<file path="src/rtl/mini_src_control_unit.sv">
// ---------------------------------------------------------------------------
// mini_src_control_unit
//
// Hardwired Moore control unit for the Mini SRC DataPath. It steps through
// fetch (T0..T2), decode (T3) and execute (T4..T7), and drives the
// DataPath enable / out-select strobes plus alu_control. Memory accesses are
// stretched by a wait-state counter. Stop parks the machine in IDLE between
// instructions, and halt parks it in HALT until the next reset.
//
// Ports
//   clk          system clock, rising edge
//   clr          asynchronous active-low reset
//   IR[31:0]     instruction register, opcode = IR[31:27]
//   CON_FF       branch condition from the DataPath
//   Stop         pause request, honoured only between instructions
//   Run          1 while executing T0..T7
//   Pout, MARen, IncPC, Pen, Read, Write, MDRen, MDROut, IRen
//                fetch / memory strobes
//   Gra, Grb, Grc, Rin, Rout, BAout, ConIn
//                register-select strobes
//   Yen, Cout, ZLOen, ZHIen, ZLOout
//                ALU path strobes (ZLOen and ZHIen always move together)
//   alu_control  ALU operation select, 5'b00000 when idle
// ---------------------------------------------------------------------------
module mini_src_control_unit #(
    parameter int unsigned MEM_WAIT = 1,
    parameter logic [4:0]  ALU_ADD  = 5'b00001,
    parameter logic [4:0]  ALU_SUB  = 5'b00010,
    parameter logic [4:0]  ALU_AND  = 5'b00011,
    parameter logic [4:0]  ALU_OR   = 5'b00100
) (
    input  logic        clk,
    input  logic        clr,
    input  logic [31:0] IR,
    input  logic        CON_FF,
    input  logic        Stop,
    output logic        Run,
    output logic        Pout,
    output logic        MARen,
    output logic        IncPC,
    output logic        Pen,
    output logic        Read,
    output logic        Write,
    output logic        MDRen,
    output logic        MDROut,
    output logic        IRen,
    output logic        Gra,
    output logic        Grb,
    output logic        Grc,
    output logic        Rin,
    output logic        Rout,
    output logic        BAout,
    output logic        ConIn,
    output logic        Yen,
    output logic        Cout,
    output logic        ZLOen,
    output logic        ZHIen,
    output logic        ZLOout,
    output logic [4:0]  alu_control
);

    typedef enum logic [3:0] {
        S_RESET, S_IDLE, S_T0, S_T1, S_T2, S_T3, S_T4, S_T5, S_T6, S_T7, S_HALT
    } state_t;

    typedef enum logic [3:0] {
        OP_ADD, OP_SUB, OP_AND, OP_OR, OP_ADDI, OP_ANDI, OP_ORI,
        OP_LD, OP_LDI, OP_ST, OP_BR, OP_NOP, OP_HALT
    } op_t;

    localparam logic [3:0] WAIT_LOAD = 4'(MEM_WAIT);

    // Unlisted opcodes fall through to nop so an unknown word never wedges the machine.
    function automatic op_t decode_op(input logic [4:0] opc);
        case (opc)
            5'b00011: return OP_ADD;
            5'b00100: return OP_SUB;
            5'b00101: return OP_AND;
            5'b00110: return OP_OR;
            5'b01100: return OP_ADDI;
            5'b01101: return OP_ANDI;
            5'b01110: return OP_ORI;
            5'b00000: return OP_LD;
            5'b00001: return OP_LDI;
            5'b00010: return OP_ST;
            5'b10011: return OP_BR;
            5'b11011: return OP_HALT;
            default:  return OP_NOP;
        endcase
    endfunction

    function automatic logic [4:0] alu_sel(input op_t op);
        case (op)
            OP_SUB:          return ALU_SUB;
            OP_AND, OP_ANDI: return ALU_AND;
            OP_OR,  OP_ORI:  return ALU_OR;
            default:         return ALU_ADD;
        endcase
    endfunction

    state_t     state;
    state_t     state_nx;
    state_t     instr_end;
    op_t        op_q;
    op_t        op_cur;
    logic [3:0] wait_cnt;
    logic       wait_done;
    logic       zen;
    logic       ir_unused;

    // Only the opcode field steers the sequencer.
    assign ir_unused = ^IR[26:0];

    assign wait_done = (wait_cnt == 4'd0);

    // T3 decodes straight from IR; later states use the opcode captured at T3
    // so the sequence stays consistent even if IR moves during execute.
    always_comb begin
        op_cur = op_q;
        if (state == S_T3) begin
            op_cur = decode_op(IR[31:27]);
        end
    end

    // Stop is looked at only here, where one instruction hands over to the next.
    always_comb begin
        instr_end = Stop ? S_IDLE : S_T0;
    end

    // ---- state register, opcode capture and wait counter ----
    always_ff @(posedge clk or negedge clr) begin
        if (!clr) begin
            state    <= S_RESET;
            op_q     <= OP_NOP;
            wait_cnt <= 4'd0;
        end else begin
            state <= state_nx;
            if (state == S_T3) begin
                op_q <= op_cur;
            end
            // Reload on every state change; only wait states ever look at it.
            if (state_nx != state) begin
                wait_cnt <= WAIT_LOAD;
            end else if (!wait_done) begin
                wait_cnt <= wait_cnt - 4'd1;
            end
        end
    end

    // ---- next-state decode ----
    always_comb begin
        state_nx = state;
        case (state)
            S_RESET: state_nx = S_IDLE;
            S_IDLE:  if (!Stop) state_nx = S_T0;
            S_T0:    state_nx = S_T1;
            S_T1:    if (wait_done) state_nx = S_T2;
            S_T2:    state_nx = S_T3;
            S_T3: begin
                case (op_cur)
                    OP_HALT: state_nx = S_HALT;
                    OP_NOP:  state_nx = instr_end;
                    default: state_nx = S_T4;
                endcase
            end
            S_T4:    state_nx = S_T5;
            S_T5: begin
                case (op_cur)
                    OP_LD, OP_ST, OP_BR: state_nx = S_T6;
                    default:             state_nx = instr_end;
                endcase
            end
            S_T6: begin
                case (op_cur)
                    OP_LD:   if (wait_done) state_nx = S_T7;
                    OP_ST:   state_nx = S_T7;
                    default: state_nx = instr_end;
                endcase
            end
            S_T7: begin
                case (op_cur)
                    OP_ST:   if (wait_done) state_nx = instr_end;
                    default: state_nx = instr_end;
                endcase
            end
            S_HALT:  state_nx = S_HALT;
            default: state_nx = S_RESET;
        endcase
    end

    // ---- Moore output decode ----
    always_comb begin
        Run         = 1'b0;
        Pout        = 1'b0;
        MARen       = 1'b0;
        IncPC       = 1'b0;
        Pen         = 1'b0;
        Read        = 1'b0;
        Write       = 1'b0;
        MDRen       = 1'b0;
        MDROut      = 1'b0;
        IRen        = 1'b0;
        Gra         = 1'b0;
        Grb         = 1'b0;
        Grc         = 1'b0;
        Rin         = 1'b0;
        Rout        = 1'b0;
        BAout       = 1'b0;
        ConIn       = 1'b0;
        Yen         = 1'b0;
        Cout        = 1'b0;
        ZLOout      = 1'b0;
        zen         = 1'b0;
        alu_control = 5'b00000;

        case (state)
            S_T0: begin
                Pout  = 1'b1;
                MARen = 1'b1;
                IncPC = 1'b1;
                zen   = 1'b1;
            end
            S_T1: begin
                ZLOout = 1'b1;
                Pen    = 1'b1;
                Read   = 1'b1;
                MDRen  = 1'b1;
            end
            S_T2: begin
                MDROut = 1'b1;
                IRen   = 1'b1;
            end
            S_T3: begin
                case (op_cur)
                    OP_ADD, OP_SUB, OP_AND, OP_OR, OP_ADDI, OP_ANDI, OP_ORI: begin
                        Grb  = 1'b1;
                        Rout = 1'b1;
                        Yen  = 1'b1;
                    end
                    OP_LD, OP_LDI, OP_ST: begin
                        // Base register reads as zero when it is R0, hence BAout.
                        Grb   = 1'b1;
                        BAout = 1'b1;
                        Yen   = 1'b1;
                    end
                    OP_BR: begin
                        Gra   = 1'b1;
                        Rout  = 1'b1;
                        ConIn = 1'b1;
                    end
                    default: ;
                endcase
            end
            S_T4: begin
                case (op_cur)
                    OP_ADD, OP_SUB, OP_AND, OP_OR: begin
                        Grc         = 1'b1;
                        Rout        = 1'b1;
                        zen         = 1'b1;
                        alu_control = alu_sel(op_cur);
                    end
                    OP_ADDI, OP_ANDI, OP_ORI, OP_LD, OP_LDI, OP_ST: begin
                        Cout        = 1'b1;
                        zen         = 1'b1;
                        alu_control = alu_sel(op_cur);
                    end
                    OP_BR: begin
                        Pout = 1'b1;
                        Yen  = 1'b1;
                    end
                    default: ;
                endcase
            end
            S_T5: begin
                case (op_cur)
                    OP_LD, OP_ST: begin
                        ZLOout = 1'b1;
                        MARen  = 1'b1;
                    end
                    OP_BR: begin
                        Cout        = 1'b1;
                        zen         = 1'b1;
                        alu_control = ALU_ADD;
                    end
                    default: begin
                        ZLOout = 1'b1;
                        Gra    = 1'b1;
                        Rin    = 1'b1;
                    end
                endcase
            end
            S_T6: begin
                case (op_cur)
                    OP_LD: begin
                        Read  = 1'b1;
                        MDRen = 1'b1;
                    end
                    OP_ST: begin
                        Gra   = 1'b1;
                        Rout  = 1'b1;
                        MDRen = 1'b1;
                    end
                    OP_BR: begin
                        // Branch target only lands in PC when the condition held.
                        ZLOout = 1'b1;
                        Pen    = CON_FF;
                    end
                    default: ;
                endcase
            end
            S_T7: begin
                case (op_cur)
                    OP_LD: begin
                        MDROut = 1'b1;
                        Gra    = 1'b1;
                        Rin    = 1'b1;
                    end
                    OP_ST:   Write = 1'b1;
                    default: ;
                endcase
            end
            default: ;
        endcase

        Run   = (state == S_T0) || (state == S_T1) || (state == S_T2) || (state == S_T3) ||
                (state == S_T4) || (state == S_T5) || (state == S_T6) || (state == S_T7);
        ZLOen = zen;
        ZHIen = zen;
    end

endmodule

</file>
<file path="config.mk">
export PLATFORM = sky130hd
export DESIGN_NAME = mini_src_control_unit
export DESIGN_NICKNAME = d
export VERILOG_FILES = /design/src/rtl/mini_src_control_unit.sv
export SDC_FILE = /design/constraint.sdc
export NUM_CORES = 1
export LEC_CHECK = 0
export CELL_PAD_IN_SITES_DETAIL_PLACEMENT = 0
export CELL_PAD_IN_SITES_GLOBAL_PLACEMENT = 1
export CORE_MARGIN = 5
export CORE_UTILIZATION = 30
export CTS_CLUSTER_SIZE = 28
export DETAILED_ROUTE_END_ITERATION = 6
export PLACE_DENSITY = 0.9
export SETUP_SLACK_MARGIN = 0.2
export SYNTH_ARGS = -nofsm -noshare
export SYNTH_HDL_FRONTEND = slang
export SYNTH_SLANG_ARGS = --single-unit
</file>
<file path="constraint.sdc">
create_clock -name clk -period 3.7 [get_ports clk]
set_input_delay 0.74 -clock clk [delete_from_list [all_inputs] [get_ports clk]]
set_output_delay 0.74 -clock clk [all_outputs]
set_load 0.005 [all_outputs]
</file>
==> reports/qor.csv <==
metric,value,unit
status,completed,
comb_power_share,0.798,
io_buffers,33,
critPathCaptureType,output pin,
drtIter0Drc,148,
power_leakage,0.00120,uW
coreArea,0.00504,mm2
start_util,0.303,
power,1830,uW
grtUsageMet1,0.198,
antenna_found_initial,0,
synth_cell_types,63,
synthTopCellsByArea,"dfrtp_1 (15%), a21oi_1 (5.9%), ha_1 (5.7%), dfstp_2 (5.2%), nor2_1 (5.2%)",
multiInputGateArea,0.00131,mm2
h-tree-depth,1,
root_buffer,clkbuf_8,
grt.overflow.total,0,
r2r_setup_slack,0.89,ns
cts_made_buffers,3,
cts_tree,done,
fin_hold_ws,0.626,ns
sw_frac_of_total,0.422,
cp_max_fo,4,
die_area,0.00662,mm2
die_h,81.4,um
synth_top_area_share,0.147,
synth_cells,207,
cts_buffer_depth,2,
grt_pass1_wl,8.47,mm
drcViolationCount,0,
p_per_area,702,mW/mm2
path_clk_slew,0.05,ns
gp_congestion,0.959,
synth-seq-cells,12,
fmax,0.289,GHz
grt_use_met3,0.0244,
internal_power,1060,uW
p_seq_frac,0.127,
grt_max_degree,19,
fillers,468,
synth.avg_cell_area,7.38,um2
setup_viol,0,
tightest_slew,0.553,ns
synth_edf_count,0,
syn2layout_area_growth,70.5,%
hold_viol,0,
clkPwrFrac,0.076,
drive_gt1_frac,0.477,
post_drt_wl_per_cell,13.9,um
min_path_type,flop to flop,
async_flop_share,1.00,
drv_slew,0,
num_vias,1891,
dp_hpwl,3.93,mm
dr.pass1.iters,4,
boundaryPins,63,
yosysSeqAreaShare,0.199,
timing.final.crit_period,3.46,ns
grt_usage,0.161,
slew_headroom,0.630,
grt_pass1_vias,1831,
synthFlopType,dfrtp_1,
yosys.area.top_type,dfrtp_1,
post-route-period-util,0.934,
final-seq-area,304,um2
syn_area,0.00153,mm2
n_antenna_cell,0,
arrival,2.72,ns
nets,344,
via_per_inst,5.11,
rsz0062_at_grt,true,
postRouteAntennaNets,0,
totalWireLength,5.15,mm
ys_warn_count,0,
critPathLaunchType,primary input,
cp.required,2.96,ns
fp-row-count,26,
top_usage_layer,met2,
p_sw,772,uW
criticalPathCategory,primary input to output pin,
clock_latency,0.24,ns
clock-sinks,12,
use_met2,0.285,
clock_skew,0.00182,ns
drv_cap,0,
irDropWorstVdd,0.226,mV
fp.dieW,81.4,um
## Yosys cell counts, types with 2 or more instances
| cell type | instances |
|---|---|
| a211oi_1 | 3 |
| a21o_1 | 4 |
| a21oi_1 | 18 |
| and2_1 | 3 |
| and3_1 | 2 |
| buf_2 | 2 |
| buf_4 | 3 |
| clkbuf_1 | 5 |
| dfrtp_1 | 9 |
| dfstp_2 | 3 |
| ha_1 | 7 |
| inv_1 | 10 |
| inv_2 | 2 |
| nand2_1 | 20 |
| nand2b_1 | 11 |
| nand3_1 | 7 |
| nand3b_1 | 3 |
| nand4_1 | 3 |
| nand4b_1 | 3 |
| nor2_1 | 21 |
| nor2b_1 | 2 |
| nor3_1 | 6 |
| nor3b_2 | 2 |
| o21ai_0 | 9 |
| o21ai_1 | 2 |
| o221ai_1 | 2 |
| o22ai_1 | 2 |
| o31ai_1 | 2 |
| o32ai_1 | 2 |
| or2_2 | 3 |
| or3_1 | 2 |
| or4_4 | 2 |
| xnor2_1 | 2 |
## per-layer routing
layer / part of all wire / vias up
met1: 0.42 / 876
li1: - / 943
met2: 0.50 / 62
met5: 0 / -
met3: 0.060 / 10
met4: 0.018 / 0
## logic make-up after synthesis
kind of cell               share of synthesized area
AOI/OAI and AO/OA                              0.282
xor gates and xnor gates                      0.0115
adders and majority gates                     0.0573
buffers and inverters                         0.0770
DFF                                            0.199
muxes                                        0.00655
other                                        0.00245
and+or+nand+nor                                0.364
## repair_timing
item,4_1_cts,5_1_grt
resized for setup,88,36
setup buffers,8,2
endpoints found under the setup margin,26,19
pin swaps,23,18
hold buffers,0,0
## stage by stage
| stage | std cells | cell area, um2 | TNS [ns] | worst slack [ns] | util |
|---|---|---|---|---|---|
| 2_1_floorplan | 208 | 1530 | 0 | 0.520 | - |
| 3_3_place_gp | 356 | 2310 | -9.96 | -0.585 | 0.458 |
| 3_5_place_dp | 356 | 2310 | -10.75 | -0.621 | 0.458 |
| 4_1_cts | 368 | 2560 | 0 | 0.201 | 0.507 |
| 5_1_grt | 370 | 2610 | 0 | 0.153 | 0.517 |
| 6_report | 370 | 2610 | 0 | 0.244 | 0.517 |
## critical path, stage by stage
cell           delay [ns]
buf_6                0.10
buf_6                0.11
buf_4                0.14
ha_4                 0.15
nor2_2               0.12
o32ai_2              0.11
o31a_4               0.31
buf_4                0.16
nor3_4               0.20
nand3_2              0.09
a21oi_2              0.16
buf_4                0.11
dlygate4sd2_1        0.22
## power groups by stage
| stage | registers, uW | clock network, uW | logic, uW |
|---|---|---|---|
| floorplan | 225 | 0 | 633 |
| global placement | 231 | 0 | 1250 |
| detailed placement | 232 | 0 | 1260 |
| CTS | 230 | 144 | 1380 |
| global route | 237 | 152 | 1580 |
| finish | 232 | 138 | 1460 |
## path summary, 6_finish.rpt
check	endpoint	start	cells after the start
setup / recovery	Read	IR[27]	13
hold / removal	wait_cnt[2]	wait_cnt[3]	2
setup reg to reg	wait_cnt[2]	state[3]	11
hold reg to reg	wait_cnt[2]	wait_cnt[3]	2
max in group asynchronous	op_q[1]	clr	1
min in group asynchronous	wait_cnt[0]	clr	1
## registers in the layout, indices dropped and copies added, names as in the netlist
signal,cells
op_q,4
state,4
wait_cnt,4
## cell usage in the layout, fill, tap and decap left out, drive strengths merged, types with 7 or more instances in the layout
cell type,n
clkdlybuf4s15,7
nand2,20
o21ai,11
buf,72
nand2b,11
a21oi,18
nand3,7
inv,13
nor2,22
clkbuf,12
dfrtp,9
dlygate4sd2,7
ha,7
## cell type report
type,instances,area share
Clock buffer,4,0.0211
Multi-Input combinational cell,171,0.503
Tap cell,70,0.0336
Sequential cell,12,0.117
Inverter,13,0.0207
Timing Repair Buffer,100,0.305
Power figures use the tool's default switching activity.
